`src/rtl/bioee_clkdiv_multi_pkg.sv`:
```
// Shared constants and types for the multi-channel clock divider.
// Divisor encodings 0 and 1 carry special meaning: parked and full-rate enable.
package bioee_clkdiv_multi_pkg;

    localparam int NCH_DEF   = 4;
    localparam int DIV_W_DEF = 16;

    localparam int D_PARK   = 0;
    localparam int D_ENABLE = 1;

    typedef enum logic {
        CH_IDLE = 1'b0,
        CH_RUN  = 1'b1
    } chan_state_e;

    // Cycles spent high in one period of divisor d: ceil(d/2).
    function automatic int high_cycles(input int d);
        return d - (d / 2);
    endfunction

endpackage

```
`src/rtl/bioee_clkdiv_chan.sv`:
```
// One divider channel: period counter, shadow divisor loaded only at period
// boundaries, and registered clkout/tick/running outputs.
module bioee_clkdiv_chan
    import bioee_clkdiv_multi_pkg::*;
#(
    parameter int DIV_W = DIV_W_DEF
) (
    input  logic             i_clk,
    input  logic             i_reset,
    input  logic             i_enable,
    input  logic [DIV_W-1:0] i_divider,
    input  logic             i_align,
    output logic             o_clkout,
    output logic             o_tick,
    output logic             o_running
);

    localparam logic [DIV_W-1:0] L_PARK   = DIV_W'(D_PARK);
    localparam logic [DIV_W-1:0] L_ENABLE = DIV_W'(D_ENABLE);
    localparam logic [DIV_W-1:0] L_ONE    = DIV_W'(1);

    chan_state_e      r_state;
    logic [DIV_W-1:0] r_cnt;
    logic [DIV_W-1:0] r_dact;
    logic             r_clkout;
    logic             r_tick;

    chan_state_e      w_state_next;
    logic [DIV_W-1:0] w_cnt_next;
    logic [DIV_W-1:0] w_dact_next;
    logic             w_clkout_next;
    logic             w_tick_next;

    logic [DIV_W-1:0] w_cnt_inc;
    logic [DIV_W-1:0] w_high;
    logic             w_wrap;
    logic             w_load;

    assign w_cnt_inc = r_cnt + L_ONE;
    assign w_high    = r_dact - (r_dact >> 1);
    assign w_wrap    = (r_cnt == (r_dact - L_ONE));

    always_ff @(posedge i_clk) begin
        if (i_reset) begin
            r_state  <= CH_IDLE;
            r_cnt    <= '0;
            r_dact   <= '0;
            r_clkout <= 1'b0;
            r_tick   <= 1'b0;
        end else begin
            r_state  <= w_state_next;
            r_cnt    <= w_cnt_next;
            r_dact   <= w_dact_next;
            r_clkout <= w_clkout_next;
            r_tick   <= w_tick_next;
        end
    end

    // A start, an align and a natural wrap all share the same load path, so a
    // coincident align and wrap can only ever produce one tick.
    always_comb begin
        w_state_next  = r_state;
        w_cnt_next    = r_cnt;
        w_dact_next   = r_dact;
        w_clkout_next = 1'b0;
        w_tick_next   = 1'b0;
        w_load        = 1'b0;

        if (!i_enable) begin
            w_state_next = CH_IDLE;
            w_cnt_next   = '0;
        end else if ((r_state == CH_IDLE) || i_align || w_wrap) begin
            w_load = 1'b1;
        end else begin
            w_cnt_next    = w_cnt_inc;
            w_clkout_next = (w_cnt_inc < w_high);
        end

        if (w_load) begin
            w_cnt_next  = '0;
            w_dact_next = i_divider;
            if (i_divider == L_PARK) begin
                w_state_next = CH_IDLE;
            end else begin
                w_state_next  = CH_RUN;
                w_tick_next   = 1'b1;
                w_clkout_next = (i_divider != L_ENABLE);
            end
        end
    end

    assign o_clkout  = r_clkout;
    assign o_tick    = r_tick;
    assign o_running = (r_state == CH_RUN);

endmodule

```
`src/rtl/bioee_clkdiv_multi.sv`:
```
// Multi-channel programmable clock divider / clock-enable generator.
// Each channel divides clkin by its own runtime divisor; align restarts all in phase.
module bioee_clkdiv_multi
    import bioee_clkdiv_multi_pkg::*;
#(
    parameter int NCH   = NCH_DEF,
    parameter int DIV_W = DIV_W_DEF
) (
    input  logic                 clkin,
    input  logic                 reset,
    input  logic [NCH-1:0]       enable,
    input  logic [NCH*DIV_W-1:0] divider,
    input  logic                 align,
    output logic [NCH-1:0]       clkout,
    output logic [NCH-1:0]       tick,
    output logic [NCH-1:0]       running
);

    generate
        for (genvar gi = 0; gi < NCH; gi++) begin : g_chan
            bioee_clkdiv_chan #(
                .DIV_W (DIV_W)
            ) u_chan (
                .i_clk     (clkin),
                .i_reset   (reset),
                .i_enable  (enable[gi]),
                .i_divider (divider[gi*DIV_W +: DIV_W]),
                .i_align   (align),
                .o_clkout  (clkout[gi]),
                .o_tick    (tick[gi]),
                .o_running (running[gi])
            );
        end
    endgenerate

endmodule

```
`config.mk`:
```
export PLATFORM = sky130hd
export DESIGN_NAME = bioee_clkdiv_multi
export DESIGN_NICKNAME = d
export VERILOG_FILES = /design/src/rtl/bioee_clkdiv_multi_pkg.sv /design/src/rtl/bioee_clkdiv_chan.sv /design/src/rtl/bioee_clkdiv_multi.sv
export SDC_FILE = /design/constraint.sdc
export NUM_CORES = 1
export LEC_CHECK = 0
export ABC_AREA = 1
export CORE_UTILIZATION = 59
export CTS_BUF_LIST = sky130_fd_sc_hd__clkbuf_4 sky130_fd_sc_hd__clkbuf_8
export CTS_CLUSTER_SIZE = 25
export DETAILED_ROUTE_END_ITERATION = 10
export PLACE_DENSITY_LB_ADDON = 0.12
export SKIP_CTS_REPAIR_TIMING = 1
export SYNTH_ARGS = -nofsm -noshare
export SYNTH_HDL_FRONTEND = slang
export SYNTH_SLANG_ARGS = --single-unit
```
`constraint.sdc`:
```
create_clock -name clkin -period 5.3 [get_ports clkin]
set_input_delay 0.53 -clock clkin [delete_from_list [all_inputs] [get_ports clkin]]
set_output_delay 0.53 -clock clkin [all_outputs]
set_load 0.01 [all_outputs]
```
Word-level counts from Yosys, hierarchy flattened
Cells that the tools add are included.

Add/subtract/negate cells: 12. Magnitude comparators: 4. Equal/unequal tests: 12. Muxes and demuxes: 36. Bitwise operators: 12. Reductions and logical operators: 20.

Operator list (number): $add A16 B1 Y16 const B (4); $eq A16 B16 Y1 (4); $logic_not A16 Y1 (4); $lt A16 B16 Y1 (4); $ne A16 B1 Y1 const B (4); $sub A16 B1 Y16 const B (4); $sub A16 B15 Y16 (4); $mux W1 (36); $not A1 Y1 (12); $reduce_or A3 Y1 (4); $logic_or A1 B1 Y1 (8); $ne A2 B1 Y1 const B (4); $reduce_or A2 Y1 (4).

Flip-flop bits (word level): 140. Bits of input ports: 71. Output and inout bits: 12. Logic and storage cells: 116.

Logic depth before layout (Yosys ltp)
Depth after elaboration: 7. Depth in mapped cells: 22. Gate-level depth less buffers: 22.

By module
A second synthesis with hierarchy kept.

Cell total of the unflattened synthesis: 2247. Area total of the unflattened synthesis: 14766.7 um2.

Modules (own cells, without submodules): bioee_clkdiv_chan (g_chan[1].u_chan ...) (times used 2, cells an instance 575, area each 3724.8 um2, sequential area each 700.7 um2); bioee_clkdiv_chan (g_chan[0].u_chan) (times used 1, cells an instance 547, area each 3662.3 um2, sequential area each 700.7 um2); bioee_clkdiv_chan (g_chan[3].u_chan) (times used 1, cells an instance 550, area each 3654.8 um2, sequential area each 700.7 um2).

Worst setup path after synthesis
OpenSTA, ideal clock, no wires.

Path type: register -> register. Start: register g_chan[2].u_chan.r_dact[0]. End: register g_chan[2].u_chan.r_clkout. Setup time: 74 ps. Data arrival time: 2733 ps. Data required time: 5226 ps. Slack: 2492 ps. Stages on the path, launching flop included: 23. Path buffers: 0. Period minus slack after synthesis: 2808 ps. Path through: dfxtp_1 inv_1 ha_1 inv_1 fa_1 nand3_1 nand2_1 nand4_1 nand4_1 nand2_1 inv_1 o21bai_1 nand2_1 nand2_1 nand2_1 ha_1 nand2_1 nor2_1 a211oi_1 o21ai_0 a21oi_1 nand4_1 o21ai_0.

Cells in the longest elaborated chain, start to end: 7. Elaborated cells between the ends (all ways): 11. Classes of those cells: 2 x add/sub; 1 x order compare; 1 x eq/ne; 6 x mux; 1 x reduce/logical.

RTL lines: start: declaration (RTL line bioee_clkdiv_chan.sv:24) `logic [DIV_W-1:0] r_dact;`; start signal: assignment (RTL line bioee_clkdiv_chan.sv:53) `r_dact <= w_dact_next;`; parallel branches: the longest is 6 deep, another holds $sub A16 B15 Y16; $mux W1 * (RTL line bioee_clkdiv_chan.sv:79) `if (w_load) begin`; end signal: assignment (RTL line bioee_clkdiv_chan.sv:54) `r_clkout <= w_clkout_next;`; end: declaration (RTL line bioee_clkdiv_chan.sv:25) `logic r_clkout;`.

Every way passes the cells marked *. A chain may end at the register's enable or synchronous reset.

Worst setup path after layout
Start: register g_chan[3].u_chan.r_dact[10]. End: register g_chan[3].u_chan.r_clkout.

Cells in the longest elaborated chain, start to end: 7. Elaborated cells between the ends (all ways): 11. Classes of those cells: 2 x add/sub; 1 x order compare; 1 x eq/ne; 6 x mux; 1 x reduce/logical.

RTL lines (RTL line): start: declaration (bioee_clkdiv_chan.sv:24); start signal: assignment (bioee_clkdiv_chan.sv:53); parallel branches: the longest is 6 deep, another holds $sub A16 B15 Y16; $mux W1 * (bioee_clkdiv_chan.sv:79); end signal: assignment (bioee_clkdiv_chan.sv:54); end: declaration (bioee_clkdiv_chan.sv:25).

Marked as above.

==> metrics <==
I/O Buffers=82; fraction of registers with async set/reset=0%; crit path from=g_chan[3].u_chan.r_dact[10]; leakage power=7.87 nW; worst path required time=5.69 ns; peak supply drop=0.141 mV; Mapped Area=0.0144 mm^2; die width=158 um; fin crit period=3.49 ns; first-pass GRT wire length=58800 um; Clock Path Buffers=2; layout cell share with drive strength beyond 1=3.23%; period utilization=65.8%; starting density of the core=60.6%; clock transition at the registers of the reported paths=0.09 ns; final number of hold-violating endpoints=0; worst min path class=flip-flop to flip-flop; # setup viols final=0; drt drc=0; power density over the cells=225 mW/mm^2; Util after Layout=66.2%; syn nets=2474; Setup Skew=0.0182 ns; initial antenna violation count=0; slowest stage delay, CP=0.55 ns; Core Footprint=0.0237 mm^2; Die Y=158 um; ys flop type=dfxtp_1; most common cell in the netlist=nand2_1; WS Path Type=flip-flop to flip-flop; Max FO, Critical Path=4; min-delay src=g_chan[1].u_chan.r_cnt[0]; critical path arrival=3.88 ns; # rows=56; warnings from Yosys=0; Yosys top cell by area=dfxtp_1; crit-path cells=inv_1 > ha_1 > nor4_1 > nand4_1 > nand3_1 > nand3_1 > nand2_1 > xor2_1 > ha_1 > a21oi_1 > nor2_1 > a2111oi_0 > nand4_1 > o21ai_0; ANT nets after route=0; Detailed Place HPWL=28600 um; clk_lat worst skew=0.46 ns; Sink Count=140; vias in the first global route=12600; setup_tns=0 ns; max-slew violation count=0; Hold Path Depth=1; Synth top cells by count=451 x nand2_1, 352 x inv_1, 224 x nand3_1; Max-cap violations=0; CP max-delay cell=nor4_1; num ports=83; max frequency=0.287 GHz; WL/cell=13.9 um; reg-to-reg critical path startpoint=g_chan[3].u_chan.r_dact[10]; Final Cell Area=0.0157 mm^2; CP endpoint kind=flip-flop; Post-DP Area=0.0153 mm^2; diodes inserted=0; CTS tree=done; RSZ-0062 raised after global routing=false; root buf cell=clkbuf_8; Nets=2515; drt first-iter violations=880; Seq/Total Area, Yosys=19.5%; Distinct cells, synth=42; number of flops mapped to enable cells by yosys=0; worst-margin pin slew=0.900 ns; gpl congestion=0.955; Setup crit start kind=flip-flop; die area=0.0250 mm^2; status=finished clean; largest net degree at the start of global routing=50; area delta synth->final=9.25%; drt first pass iters=5; #FFs+latches synth=140; final WL=35800 um; total congestion overflow=0; R2R depth=14; Gate Count Post-Synth=2203; GRT Util Overall=29.5%; syn avg cell area=6.52 um^2; total number of vias=13900; H-tree Lvls=4; Via density=5.38; relative slew slack=39.8%; largest cells by area after synthesis=dfxtp_1 20%, ha_1 17%, nand2_1 12%, inv_1 9.2%, nand3_1 7.8%; CTS buffer count=17; top-area cell type share of the netlist area=19.5%
==> logic make-up (layout without fill, tap and decap cells) <==
| kind of cell | count (synthesis) | in the layout | synth area share [%] |
|---|---|---|---|
| xor+xnor | 162 | 162 | 9.88 |
| flops | 140 | 140 | 19.5 |
| buf+inv | 421 | 475 | 11.7 |
| compound gates | 258 | 258 | 9.84 |
| simple gates | 1022 | 1022 | 31.4 |
| fa+ha+maj | 200 | 200 | 17.6 |
==> cell type report <==
cell class / instances / area, um^2
Inverter: 354 / 1330
Sequential cell: 140 / 2800
Fill cell: 2245 / 8000
Multi-Input combinational cell: 1642 / 9870
Clock inverter: 14 / 170
Timing Repair Buffer: 89 / 873
Clock buffer: 18 / 241
Tap cell: 319 / 399
==> registers in the layout, indices dropped and copies added, names as in the netlist <==
name,cells
g_chan.u_chan.r_cnt,64
g_chan.u_chan.o_tick,4
g_chan.u_chan.o_running,4
g_chan.u_chan.o_clkout,4
g_chan.u_chan.r_dact,64
==> routing by layer <==
metal	GRT usage (%)	vias to the layer above	routed length [um]
li1	-	7173	-
met3	3.78	57	1960
met5	0	-	0
met2	50.5	367	16700
met1	38.5	6268	16400
met4	8.33	0	691
==> worst max-delay path, delay by kind of cell, from the launching register on <==
family	cells	cell delay [ns]
AOI/OAI and AO/OA	3	0.66
adders and majority gates	2	0.63
buffers and inverters	1	0.14
DFF	1	0.43
and+or+nand+nor	7	1.36
xor gates and xnor gates	1	0.21
==> through the flow <==
| step | std cells | setup slack, ns | power [mW] | hold slack (ns) |
|---|---|---|---|---|
| floorplan | 2203 | 2.49 | 2.25 | 0.451 |
| global placement | 2544 | 1.98 | 2.57 | 0.476 |
| detailed placement | 2544 | 1.94 | 2.60 | 0.488 |
| CTS | 2576 | 1.91 | 3.54 | 0.507 |
| global route | 2576 | 1.59 | 3.80 | 0.523 |
| finish | 2576 | 1.81 | 3.53 | 0.497 |
==> path summary, 6_finish.rpt <==
check	slack [ns]	endpoint
setup / recovery	1.81	g_chan[3].u_chan.o_clkout
hold / removal	0.50	g_chan[1].u_chan.r_cnt[0]
setup reg to reg	1.81	g_chan[3].u_chan.o_clkout
hold reg to reg	0.50	g_chan[1].u_chan.r_cnt[0]
==> cell usage in the layout (no fill, tap or decap), types with 10 or more instances in the layout <==
master	instances
a21oi_1	184
clkbuf_8	17
clkdlybuf4s50_1	82
dfxtp_1	140
ha_1	196
inv_1	352
nand2_1	451
nand3_1	224
nand3b_1	10
nand4_1	61
nor2_1	203
nor3_1	29
nor4_1	17
o21ai_0	30
o31ai_1	12
xnor2_1	49
xor2_1	113
==> report_power, final <==
group	switching, mW	leakage [nW]	internal [mW]
logic	0.878	6.53	0.560
clock network	0.463	0.199	0.472
registers	0.0586	1.15	1.10
Power figures use the tool's default switching activity.
